### src/rtl/mix_round_stage.sv
// rtl/mix_round_stage.sv - AES round tail (ShiftRows, MixColumns, AddRoundKey) feeding a 2-entry output FIFO
module mix_round_stage (
    input  logic         CLK,
    input  logic         RST_N,
    input  logic [127:0] in_state,
    input  logic [127:0] in_rk,
    input  logic [3:0]   in_tag,
    input  logic         in_mix_bypass,
    input  logic         in_valid,
    output logic         in_ready,
    output logic [127:0] out_state,
    output logic [3:0]   out_tag,
    output logic         out_valid,
    input  logic         out_ready,
    output logic [15:0]  beat_cnt
);

    function automatic logic [7:0] xtime(input logic [7:0] b);
        return {b[6:0], 1'b0} ^ (b[7] ? 8'h1b : 8'h00);
    endfunction

    function automatic logic [31:0] mix_col(input logic [31:0] col);
        logic [7:0] a0, a1, a2, a3;
        logic [7:0] b0, b1, b2, b3;
        a0 = col[31:24];
        a1 = col[23:16];
        a2 = col[15:8];
        a3 = col[7:0];
        b0 = xtime(a0) ^ xtime(a1) ^ a1 ^ a2 ^ a3;
        b1 = a0 ^ xtime(a1) ^ xtime(a2) ^ a2 ^ a3;
        b2 = a0 ^ a1 ^ xtime(a2) ^ xtime(a3) ^ a3;
        b3 = xtime(a0) ^ a0 ^ a1 ^ a2 ^ xtime(a3);
        return {b0, b1, b2, b3};
    endfunction

    // Byte k sits at [127-8k -: 8]; row = k%4, column = k/4.
    function automatic logic [127:0] shift_rows(input logic [127:0] s);
        logic [127:0] o;
        o = '0;
        for (int c = 0; c < 4; c++) begin
            for (int r = 0; r < 4; r++) begin
                o[127 - 8 * (4 * c + r) -: 8] = s[127 - 8 * (4 * ((c + r) % 4) + r) -: 8];
            end
        end
        return o;
    endfunction

    logic [127:0] sr_state;
    logic [127:0] mc_state;
    logic [127:0] round_result;

    always_comb begin
        sr_state = shift_rows(in_state);
        mc_state = '0;
        for (int c = 0; c < 4; c++) begin
            mc_state[127 - 32 * c -: 32] = mix_col(sr_state[127 - 32 * c -: 32]);
        end
        round_result = (in_mix_bypass ? sr_state : mc_state) ^ in_rk;
    end

    logic [127:0] mem_state [2];
    logic [3:0]   mem_tag [2];
    logic         wr_ptr;
    logic         rd_ptr;
    logic [1:0]   count;
    logic         push;
    logic         pop;

    // Handshake flags come from count only, so in_ready never depends on out_ready.
    assign in_ready  = (count != 2'd2);
    assign out_valid = (count != 2'd0);
    assign out_state = mem_state[rd_ptr];
    assign out_tag   = mem_tag[rd_ptr];
    assign push      = in_valid & in_ready;
    assign pop       = out_valid & out_ready;

    always_ff @(posedge CLK) begin
        if (!RST_N) begin
            mem_state[0] <= '0;
            mem_state[1] <= '0;
            mem_tag[0]   <= '0;
            mem_tag[1]   <= '0;
            wr_ptr       <= 1'b0;
            rd_ptr       <= 1'b0;
            count        <= 2'd0;
            beat_cnt     <= 16'd0;
        end else begin
            if (push) begin
                mem_state[wr_ptr] <= round_result;
                mem_tag[wr_ptr]   <= in_tag;
                wr_ptr            <= ~wr_ptr;
            end
            if (pop) begin
                rd_ptr   <= ~rd_ptr;
                beat_cnt <= beat_cnt + 16'd1;
            end
            case ({push, pop})
                2'b10:   count <= count + 2'd1;
                2'b01:   count <= count - 2'd1;
                default: count <= count;
            endcase
        end
    end

endmodule

### config.mk
export PLATFORM = sky130hd
export DESIGN_NAME = mix_round_stage
export DESIGN_NICKNAME = d
export VERILOG_FILES = /design/src/rtl/mix_round_stage.sv
export SDC_FILE = /design/constraint.sdc
export NUM_CORES = 1
export LEC_CHECK = 0
export CORE_MARGIN = 10
export CORE_UTILIZATION = 45
export CTS_CLUSTER_DIAMETER = 100
export DETAILED_ROUTE_END_ITERATION = 7
export GPL_ROUTABILITY_DRIVEN = 1
export PLACE_DENSITY = 0.8
export SLEW_MARGIN = 10
export SYNTH_ARGS = -nofsm -noshare
export SYNTH_HDL_FRONTEND = slang
export SYNTH_SLANG_ARGS = --single-unit
### constraint.sdc
create_clock -name CLK -period 20.8 [get_ports CLK]
set_input_delay 6.24 -clock CLK [delete_from_list [all_inputs] [get_ports CLK]]
set_output_delay 6.24 -clock CLK [all_outputs]
set_load 0.005 [all_outputs]
==> flow_metrics.env <==
export IMPL_synth_warnings=0
export IMPL_place_congestion=0.938
export IMPL_rsz0062_at_grt="false"
export IMPL_yosys_area_top_type="edfxtp_1"
export IMPL_syn_area_um2=19300
export IMPL_fin_crit_sh_pct=47.3
export IMPL_postCtsHoldBufs=0
export IMPL_leakage_uw=0.0102
export IMPL_design_area_um2=24800
export IMPL_synthTopCellsByCount="edfxtp_1 (264), nor2_1 (259), xnor2_1 (181), xnor3_1 (135), mux2_2 (132)"
export IMPL_h_tree_depth=1
export IMPL_grt_pass1_wl_um=81500
export IMPL_dr_pass1_iters=5
export IMPL_grt_pass1_vias=13600
export IMPL_initial_core_util_pct=45.8
export IMPL_placed_cells_incl_taps=2415
export IMPL_yosysTopAreaCellShare_pct=41.0
export IMPL_drc=0
export IMPL_fin_nets=2175
export IMPL_fin_util_pct=58.8
export IMPL_ys_async_sr_fraction_pct=0
export IMPL_grt_total_usage_pct=20.7
export IMPL_grt_max_degree=137
export IMPL_area_growth_pct=28.3
export IMPL_clock_latency_ns=0.56
export IMPL_power_density_nw_per_um2=90.1
export IMPL_finalClockSkew_ns=0.00738
export IMPL_cts_tree="yes"
export IMPL_peakVddDrop_v=0.0000592
export IMPL_synth_edf_count=264
export IMPL_drtIter0Drc=1044
export IMPL_arrival_ns=3.60
export IMPL_synth_seq_area_share_pct=43.2
export IMPL_final_hold_viol_count=0
export IMPL_netlist_top_cells_area="edfxtp_1 (41%), xnor3_1 (16%), xnor2_1 (8.2%)"
export IMPL_avgSynthCellArea_um2=12.3
export IMPL_clkSlewWorstSetupHoldPaths_ns=0.06
export IMPL_crit_required_ns=14.56
export IMPL_routed_wl_um=55300
export IMPL_cp_end_kind="output port"
export IMPL_hold_path_class="reg -> reg"
export IMPL_period_needed_ns=9.84
export IMPL_clock_path_buffers=3
export IMPL_cap_violations=0
export IMPL_fillCellCount=3392
export IMPL_synth_most_common_cell="edfxtp_1"
export IMPL_vias_per_cell=5.19
export IMPL_cts_root_buf="clkbuf_16"
export IMPL_synth_cell_types=42
export IMPL_synth_flop_cell="edfxtp_1"
export IMPL_crit_path_max_fanout=52
export IMPL_portBuffers=414
export IMPL_dieArea_um2=51700
export IMPL_syn_inst=1566
export IMPL_num_rows=75
export IMPL_post_cts_resized=0
export IMPL_vias=12900
export IMPL_postCtsSetupRepairBufs=0
export IMPL_antenna_left=0
export IMPL_multi_input_area_um2=10500
export IMPL_clock_sinks=285
export IMPL_layoutNonFillerInstCount=2479
export IMPL_cts_buffers=30
export IMPL_fin_setup_tns_ns=0
export IMPL_die_w_um=227
export IMPL_final_max_slew_viol_count=0
export IMPL_tightest_slew_ns=1.08
export IMPL_layout_drive_gt1_share_pct=11.1
export IMPL_core_um2=42200
export IMPL_ys_ff_latch=285
export IMPL_clock_fmax_ghz=0.102
export IMPL_crit_path_start_kind="register"
export IMPL_grt_antenna_before_repair=12
export IMPL_dp_hpwl_um=41100
export IMPL_placed_area_um2=23700
export IMPL_syn_num_nets=1833
export IMPL_io_pin_count=415
export IMPL_critPathKind="reg -> out"
export IMPL_dieHeight_um=227
export IMPL_run_status="finished clean"
export IMPL_max_slew_margin_rel_pct=27.9
export IMPL_seq_area_um2=8350
export IMPL_overflow=0
export IMPL_wire_per_inst_um=22.3
export IMPL_setup_viol=0
## worst paths after layout
kind / startpoint / to / slack, ns / cells past startpoint
setup / recovery: register / out_state[102] / 10.96 / 4
hold / removal: beat_cnt[1]$_SDFFE_PN0P_ / beat_cnt[1]$_SDFFE_PN0P_ / 0.53 / 2
setup reg to reg: count[0]$_SDFFE_PN0P_ / mem_state[1][52]$_SDFFCE_PN0P_ / 17.49 / 5
hold reg to reg: beat_cnt[1]$_SDFFE_PN0P_ / beat_cnt[1]$_SDFFE_PN0P_ / 0.53 / 2
## routing by layer
layer  part of all wire (%)  track usage [%]
met1                     39             25.3
met2                     50             35.7
met3                    9.0             5.66
met4                    2.0             5.46
met5                   0.13                0
## cell families (layout without fill, tap and decap cells)
family	after synthesis	in the layout	share of synthesized area, %
other	0	8	0
XOR/XNOR	444	444	32.8
adder cells (fa/ha/maj)	2	2	0.129
AO/OA/AOI/OAI	127	127	3.37
multiplexers	145	145	8.36
buffers and inverters	116	482	2.68
flip-flops	285	285	43.2
AND/OR/NAND/NOR	447	447	9.45
## final cells by class
type / count / area share [%]
Multi-Input combinational cell: 1165 / 42.3
Sequential cell: 285 / 33.7
Timing Repair Buffer: 424 / 17.0
Clock buffer: 34 / 3.17
Tap cell: 539 / 2.72
Clock inverter: 22 / 1.06
Antenna cell: 8 / 0.0807
Inverter: 2 / 0.0303
## placed cells by master, fill, tap and decap left out, drive strengths merged, types with 3 or more instances in the layout
master         instances
a21boi                 5
and2                  23
buf                   11
bufinv                 6
clkbuf                34
clkdlybuf4s50        413
clkinv                13
dfxtp                 21
diode                  8
edfxtp               264
inv                    3
mux2                 132
mux2i                 13
nand2                127
nand3                  7
nand4                  5
nor2                 259
nor4                  11
o21ai                122
or2                    3
or3                    4
xnor2                184
xnor3                136
xor2                  96
xor3                  28
## state kept, by name, indices dropped and copies added, names as in the netlist, named ones only
name	count
rd_ptr	1
beat_cnt	16
count	2
mem_tag	8
mem_state	256
wr_ptr	1
## stage by stage
stage               setup slack [ns]  hold slack [ns]  total power [uW]
floorplan                       4.40            0.488              1290
global placement               10.81            0.505              1670
detailed placement             10.77            0.517              1680
CTS                            10.93            0.529              2260
global route                   10.79            0.540              2340
finish                         10.96            0.528              2240
## power by group
part | total, uW | leakage [uW] | internal [uW] | switching (uW)
combinational | 892 | 0.00669 | 503 | 389
sequential | 774 | 0.00297 | 738 | 35.9
clock | 571 | 0.000508 | 345 | 226
total | 2240 | 0.0102 | 1590 | 651
## critical path, stage by stage, from the launching register on
cell and delay, ns:
dfxtp_4 0.69, buf_4 0.61, buf_4 0.68, mux2_2 0.45, clkdlybuf4s50_1 0.48
Note: power is estimated with default switching activity, not from simulation.
